$ cat src/rtl/util_filter_sched.sv
// util_filter_sched: time-multiplexed glitch filter for a bank of NUM_CH slow inputs.
// One shared compare/count engine visits one channel per clock in round-robin order.
// Each channel keeps its own count, high/low thresholds, init bit and filtered level.
// Optional feature: define UTIL_FILTER_SCHED_EVT_EN to build the level-change event outputs;
// otherwise evt_valid/evt_chan/evt_level are tied to zero.
module util_filter_sched #(
    parameter int unsigned NUM_CH = 8,
    parameter int unsigned CNT_W  = 16,
    localparam int unsigned CH_W  = $clog2(NUM_CH)
) (
    input  logic              clk,
    input  logic              rstn,
    input  logic              enable,
    input  logic [NUM_CH-1:0] filter_i,
    output logic [NUM_CH-1:0] filter_o,
    input  logic              cfg_valid,
    output logic              cfg_ready,
    input  logic [CH_W-1:0]   cfg_chan,
    input  logic [CNT_W-1:0]  cfg_high_time,
    input  logic [CNT_W-1:0]  cfg_low_time,
    output logic [CH_W-1:0]   scan_ptr,
    output logic              evt_valid,
    output logic [CH_W-1:0]   evt_chan,
    output logic              evt_level
);

    localparam logic [CH_W-1:0] PtrLast = CH_W'(NUM_CH - 1);
    localparam logic [CH_W:0]   ChLimit = (CH_W + 1)'(NUM_CH);

    logic [NUM_CH-1:0] in_q;
    logic [NUM_CH-1:0] filt_q, filt_d;
    logic [NUM_CH-1:0] init_q, init_d;
    logic [CNT_W-1:0]  cnt_q  [NUM_CH];
    logic [CNT_W-1:0]  cnt_d  [NUM_CH];
    logic [CNT_W-1:0]  high_q [NUM_CH];
    logic [CNT_W-1:0]  high_d [NUM_CH];
    logic [CNT_W-1:0]  low_q  [NUM_CH];
    logic [CNT_W-1:0]  low_d  [NUM_CH];
    logic [CH_W-1:0]   ptr_q, ptr_d;
    logic              live_q;

    logic              cfg_hit;
    logic              visit_tgl;
    logic [CNT_W-1:0]  thr_raw;
    logic [CNT_W-1:0]  thr_eff;
    logic [CNT_W:0]    cnt_inc;

    // Next-state for the visited channel, config writes and the scan pointer.
    always_comb begin
        filt_d    = filt_q;
        init_d    = init_q;
        cnt_d     = cnt_q;
        high_d    = high_q;
        low_d     = low_q;
        ptr_d     = ptr_q;
        visit_tgl = 1'b0;
        cfg_hit   = cfg_valid && live_q && ({1'b0, cfg_chan} < ChLimit);
        thr_raw   = filt_q[ptr_q] ? low_q[ptr_q] : high_q[ptr_q];
        thr_eff   = (thr_raw == '0) ? CNT_W'(1) : thr_raw;
        cnt_inc   = {1'b0, cnt_q[ptr_q]} + (CNT_W + 1)'(1);

        // in_q still holds its reset value on the first cycle after reset, so the scan
        // starts one clock later (live_q) to avoid initialising channels from stale data.
        if (enable && live_q) begin
            ptr_d = (ptr_q == PtrLast) ? '0 : ptr_q + 1'b1;
            // A write to the visited channel wins; its cnt is cleared by the write below.
            if (!(cfg_hit && (cfg_chan == ptr_q))) begin
                if (!init_q[ptr_q]) begin
                    filt_d[ptr_q] = in_q[ptr_q];
                    init_d[ptr_q] = 1'b1;
                    cnt_d[ptr_q]  = '0;
                end else if (in_q[ptr_q] == filt_q[ptr_q]) begin
                    cnt_d[ptr_q] = '0;
                end else if (cnt_inc >= {1'b0, thr_eff}) begin
                    visit_tgl    = 1'b1;
                    cnt_d[ptr_q] = '0;
                end else begin
                    cnt_d[ptr_q] = cnt_inc[CNT_W-1:0];
                end
            end
        end

        if (visit_tgl) begin
            filt_d[ptr_q] = ~filt_q[ptr_q];
        end

        if (cfg_hit) begin
            high_d[cfg_chan] = cfg_high_time;
            low_d[cfg_chan]  = cfg_low_time;
            cnt_d[cfg_chan]  = '0;
        end
    end

    // Channel state, input register, scan pointer and ready flag.
    always_ff @(posedge clk or negedge rstn) begin
        if (!rstn) begin
            in_q   <= '0;
            filt_q <= '0;
            init_q <= '0;
            ptr_q  <= '0;
            live_q <= 1'b0;
            for (int i = 0; i < NUM_CH; i++) begin
                cnt_q[i]  <= '0;
                high_q[i] <= '1;
                low_q[i]  <= '1;
            end
        end else begin
            in_q   <= filter_i;
            filt_q <= filt_d;
            init_q <= init_d;
            ptr_q  <= ptr_d;
            live_q <= 1'b1;
            cnt_q  <= cnt_d;
            high_q <= high_d;
            low_q  <= low_d;
        end
    end

    assign filter_o  = filt_q;
    assign scan_ptr  = ptr_q;
    assign cfg_ready = live_q;

`ifdef UTIL_FILTER_SCHED_EVT_EN
    logic            evt_valid_q;
    logic [CH_W-1:0] evt_chan_q;
    logic            evt_level_q;

    // One-cycle event pulse in the cycle after a toggle; only one channel is visited per clk.
    always_ff @(posedge clk or negedge rstn) begin
        if (!rstn) begin
            evt_valid_q <= 1'b0;
            evt_chan_q  <= '0;
            evt_level_q <= 1'b0;
        end else begin
            evt_valid_q <= visit_tgl;
            if (visit_tgl) begin
                evt_chan_q  <= ptr_q;
                evt_level_q <= filt_d[ptr_q];
            end
        end
    end

    assign evt_valid = evt_valid_q;
    assign evt_chan  = evt_chan_q;
    assign evt_level = evt_level_q;
`else
    assign evt_valid = 1'b0;
    assign evt_chan  = '0;
    assign evt_level = 1'b0;
`endif

endmodule

$ cat config.mk
export PLATFORM = sky130hd
export DESIGN_NAME = util_filter_sched
export DESIGN_NICKNAME = d
export VERILOG_FILES = /design/src/rtl/util_filter_sched.sv
export SDC_FILE = /design/constraint.sdc
export NUM_CORES = 1
export LEC_CHECK = 0
export CORE_MARGIN = 2
export CORE_UTILIZATION = 41
export DETAILED_ROUTE_END_ITERATION = 8
export SLEW_MARGIN = 10
export SYNTH_ARGS = -nofsm -noshare
export SYNTH_HDL_FRONTEND = slang
export SYNTH_SLANG_ARGS = --single-unit
$ cat constraint.sdc
create_clock -name clk -period 13.77 [get_ports clk]
set_input_delay 2.0655 -clock clk [delete_from_list [all_inputs] [get_ports clk]]
set_output_delay 2.0655 -clock clk [all_outputs]
set_load 0.02 [all_outputs]
== After elaboration in Yosys (flattened, before gate mapping) ==
Index checks and enable logic that the tools add are counted.

* $add $sub $neg: 2
* Order comparisons: 7
* Eq/ne operators: 3
* Multiplexer cells: 44
* Bitwise operators: 10
* Reduce and logical (&&, ||, !) cells: 8

{| class="wikitable"
|+ Operator list
! cell !! count
|-
| 128-bit two-way mux || 6
|-
| 128-bit bitwise mux || 3
|-
| 128-bit AND || 2
|-
| 128-bit NOT || 2
|-
| 16-bit two-way mux || 10
|-
| 16-bit binary-select mux with 3-bit select || 3
|-
| 16-bit demux with 3-bit select || 2
|-
| 8-bit two-way mux || 4
|-
| 16-bit by 1-bit adder with 17-bit output, second input constant || 1
|-
| 17-bit by 16-bit >= comparator with 1-bit output || 1
|-
| 8-bit bitwise mux || 2
|-
| 16-bit logical NOT || 1
|-
| 1-bit binary-select mux with 3-bit select || 3
|-
| 1-bit two-way mux || 9
|-
| 4-bit >= comparator, second input constant || 2
|-
| 4-bit by 1-bit less-than comparator with 1-bit output, second input constant || 2
|-
| 3-bit NOT with 4-bit output || 2
|-
| 8-bit bitwise OR || 1
|-
| 1-bit logical AND || 6
|-
| 3-bit by 4-bit less-than comparator with 1-bit output, second input constant || 1
|-
| 3-bit by 1-bit adder with 3-bit output, second input constant || 1
|-
| 1-bit demux with 3-bit select || 1
|-
| 3-bit == test || 1
|-
| 3-bit == test, second input constant || 1
|-
| 5 further kinds || 7
|}

* Register bits: 412
* Input bits: 47
* Logic and storage cells: 103

== Depth between registers and ports, before layout ==
* Depth after elaboration: 15
* Gate-level depth with buffers: 25
* Depth with buffers taken out: 19

== Least setup slack after synthesis ==
OpenSTA, ideal clock, no wires.

* Path type: reg2reg
* Start: register ptr_q[0], in the netlist scan_ptr[0]
* End: register cnt_q[105] (netlist name)
* Setup time: 0.073 ns
* Data arrival time: 5.165 ns
* Required time: 13.697 ns
* Path slack: 8.532 ns
* Cell stages (with the launch flop): 22
* Path buffers: 4
* Clock period less this slack: 5.238 ns
* Cells stage by stage: dfrtp_1 buf_2 buf_4 buf_6 nor2b_1 a221oi_1 o21ai_1 ha_1 nand4_1 or3_1 nor3_1 xor2_1 ha_1 nand2_1 o21ai_0 a2111oi_0 a21oi_1 or3_1 nor4_2 buf_2 a22oi_1 nor2_1

{| class="wikitable"
|+ RTL lines
! what !! RTL line !! RTL
|-
| start: declaration || 39 || <nowiki>logic [CH_W-1:0] ptr_q, ptr_d;</nowiki>
|-
| start signal: assignment || 111 || <nowiki>ptr_q <= ptr_d;</nowiki>
|-
| end signal: assignment || 113 || <nowiki>cnt_q <= cnt_d;</nowiki>
|-
| end: declaration || 33 || <nowiki>logic [CNT_W-1:0] cnt_q [NUM_CH];</nowiki>
|}

==> reports/results.tsv <==
metric	value	unit
rsz0062_at_grt	no	
core	47500	um^2
viasPerCell	6.10	
firstDrtPassIters	6	
syn_avg_cell_area	11.6	um^2
r2r-start	scan_ptr[0]	
place_area	21000	um^2
cp_slowest_cell	dfrtp_4	
cts.sinks	412	
die_x	223	um
clk-insertion-delay-late	0.59	ns
synth-seq-cells	412	
ff2ff_path_depth	19	
max_slew_margin	0.190	
cts_setup_buffers	0	
fp.dieH	223	um
yosysWarnings	0	
grt_remaining_overflow	0	
grt_usage	0.259	
nNetsFinal	1803	
cts_tree	yes	
antenna_left	0	
htree_levels	2	
seq_area_frac_synth	0.539	
r2r_setup_slack	6.54	ns
numCtsBuffers	45	
netlist_instances	1695	
required	14.26	ns
num-fill-cells	4283	
max_freq	138	MHz
dp_hpwl	38200	um
cts_root_buf	clkbuf_16	
power.density	210	nW/um^2
setup_viol_count_final	0	
clkPwrFrac	0.273	
cts_resized	0	
synth_edf_count	0	
skew	0.0161	ns
cts_buffer_depth	3	
rows	80	
hold_viol	0	
async_reset_ff_frac	1.00	
tightest_slew	1.21	ns
yosysTopAreaCellShare	0.341	
die_area	49800	um^2
switching_share	0.369	
yosys-top-cells-count	nand2_1 (301), dfstp_2 (256), mux2_2 (239)	
post-synth-top-count-cell	nand2_1	
maxCapViolations	0	
drt-initial-drc-count	1497	
end_kind	register	
start_kind	register	
cpPeakStageDelay	0.99	ns
status	complete, no violations	
synth_ff_type	dfstp_2	
grt_first_pass_wirelength	96800	um
area_growth	14.8	%
holdBufCountCts	0	
worstPathCellList	buf_4 -> nor2b_1 -> buf_4 -> a221oi_1 -> o21ai_1 -> ha_1 -> nand4_1 -> or3_1 -> nor3_1 -> xor2_1 -> ha_1 -> nand2_1 -> o21ai_0 -> a2111oi_0 -> a21oi_1 -> or3_1 -> nor3_2 -> nand2_1 -> o21ai_0	
place.gp.congestion	0.888	
comb_power_share	0.349	
hold_path.class	register to register	
min_period_over_period	0.525	
fin_area	22600	um^2
final_max_slew_viol_count	0	
yosysTopAreaCell	dfstp_2	
synthTopCellsByArea	dfstp_2 (34%), dfrtp_1 (20%), mux2_2 (14%), nand2_1 (5.7%), a22o_1 (2.4%)	
numPortBuffers	58	
routed_wl	63500	um
period_minus_slack	7.23	ns
antenna_found_initial	0	
start_util	0.414	
grt_pass1_vias	14805	
clkSlewWorstSetupHoldPaths	0.06	ns
wl_per_cell	26.6	um
r2r-end	cnt_q[18]	
min_to	low_q[117]	
final.setup.tns	0	ns
antennaDiodeCount	0	
holdPathStages	2	
synth.distinct_cells	68	
cp_max_fo	57	
p_leak	9.29	nW
layout-drive-gt1-share	0.380	
drc	0	
worstPathArrival	7.72	ns
syn_area	19700	um^2
p_sw	1.75	mW
setup.worst_path.start	scan_ptr[0]	
via_count	14554	
grt_start_max_net_pins	107	
critical_path_class	register to register	
power_frac_seq	0.378	
intPower	3.00	mW
vdd_drop_max	0.000117	V
hp-start	low_q[117]	
io_pins	64	
cell families after synthesis:
group,count (synthesis),share of synthesized area
other cells,2,0.000381
flops,412,0.539
fa+ha+maj,19,0.0121
simple gates,491,0.109
xor+xnor,16,0.00711
buf+inv,114,0.0258
compound gates,338,0.126
mux,303,0.180
stage by stage:
step	utilization	cells	setup slack, ns	power [mW]	hold WS, ns
final	0.476	2386	6.54	4.75	0.454
after CTS	0.476	2386	6.62	4.75	0.457
after global routing	0.476	2386	6.06	4.97	0.467
after detailed placement	0.443	2305	6.61	3.44	0.447
after floorplan	-	1699	8.53	2.77	0.428
after global placement	0.443	2305	6.68	3.41	0.444
worst max-delay path, delay by kind of cell, from the launching register on:
family / cells / cell delay (ns)
adder cells (fa/ha/maj): 2 / 0.64
flip-flops: 1 / 0.99
XOR/XNOR: 1 / 0.66
AND/OR/NAND/NOR: 8 / 2.75
buffers and inverters: 2 / 0.82
AO/OA/AOI/OAI: 6 / 1.24
placed cells by master, fill, tap and decap left out, drive strengths merged, types with 9 or more instances in the layout:
| master | netlist | final |
|---|---|---|
| mux4 | 17 | 17 |
| nand4 | 13 | 13 |
| ha | 19 | 19 |
| nand3 | 17 | 17 |
| nand2b | 16 | 16 |
| a21oi | 27 | 27 |
| clkbuf | 72 | 63 |
| nand2 | 301 | 301 |
| o31ai | 10 | 10 |
| a22oi | 60 | 60 |
| a32o | 11 | 11 |
| a22o | 55 | 55 |
| buf | 38 | 44 |
| clkinv | 1 | 10 |
| a221oi | 32 | 32 |
| clkdlybuf4s50 | 0 | 57 |
| nor3 | 17 | 17 |
| mux2 | 239 | 239 |
| mux2i | 47 | 47 |
| xnor2 | 9 | 9 |
| dfstp | 256 | 256 |
| nor2 | 85 | 85 |
| dfrtp | 156 | 156 |
| o21ai | 79 | 79 |
state kept, by name (all words and copies together) (netlist names):
signal,cells
cnt_q,128
high_q,128
low_q,128
filter_o,8
in_q,8
init_q,8
scan_ptr,3
cfg_ready,1
how the worst max path moves through the flow:
| stage | end | slack (ns) | depth (start not counted) |
|---|---|---|---|
| after floorplan | cnt_q[105] | 8.53 | 21 |
| after detailed placement | cnt_q[2] | 6.61 | 19 |
| after CTS | cnt_q[2] | 6.62 | 19 |
| after global routing | cnt_q[6] | 6.06 | 19 |
| final | cnt_q[18] | 6.54 | 19 |
| after global placement | cnt_q[106] | 6.68 | 19 |
layer usage:
layer / routed length (um) / track usage
met1: 27300 / 0.355
met2: 29600 / 0.412
met3: 4110 / 0.0448
met4: 2510 / 0.100
met5: 0 / 0
power by group through the flow:
stage                     registers (mW)  clock network (mW)  logic (mW)
after CTS                           1.79                1.32        1.64
after global placement              1.80                   0        1.61
after floorplan                     1.72                   0        1.05
after detailed placement            1.81                   0        1.63
after global routing                1.83                1.37        1.77
final                               1.79                1.30        1.66
layout make-up:
class / instances / area (um^2) / share of cell area
multi-input cells: 1173 / 8710 / 0.385
clock inverters: 18 / 250 / 0.0111
clock buffers: 63 / 1330 / 0.0590
flip-flops and latches: 412 / 10600 / 0.470
repair buffers: 101 / 908 / 0.0401
well taps: 615 / 769 / 0.0340
inverters: 4 / 15.0 / 0.000664
Power figures use the tool's default switching activity.
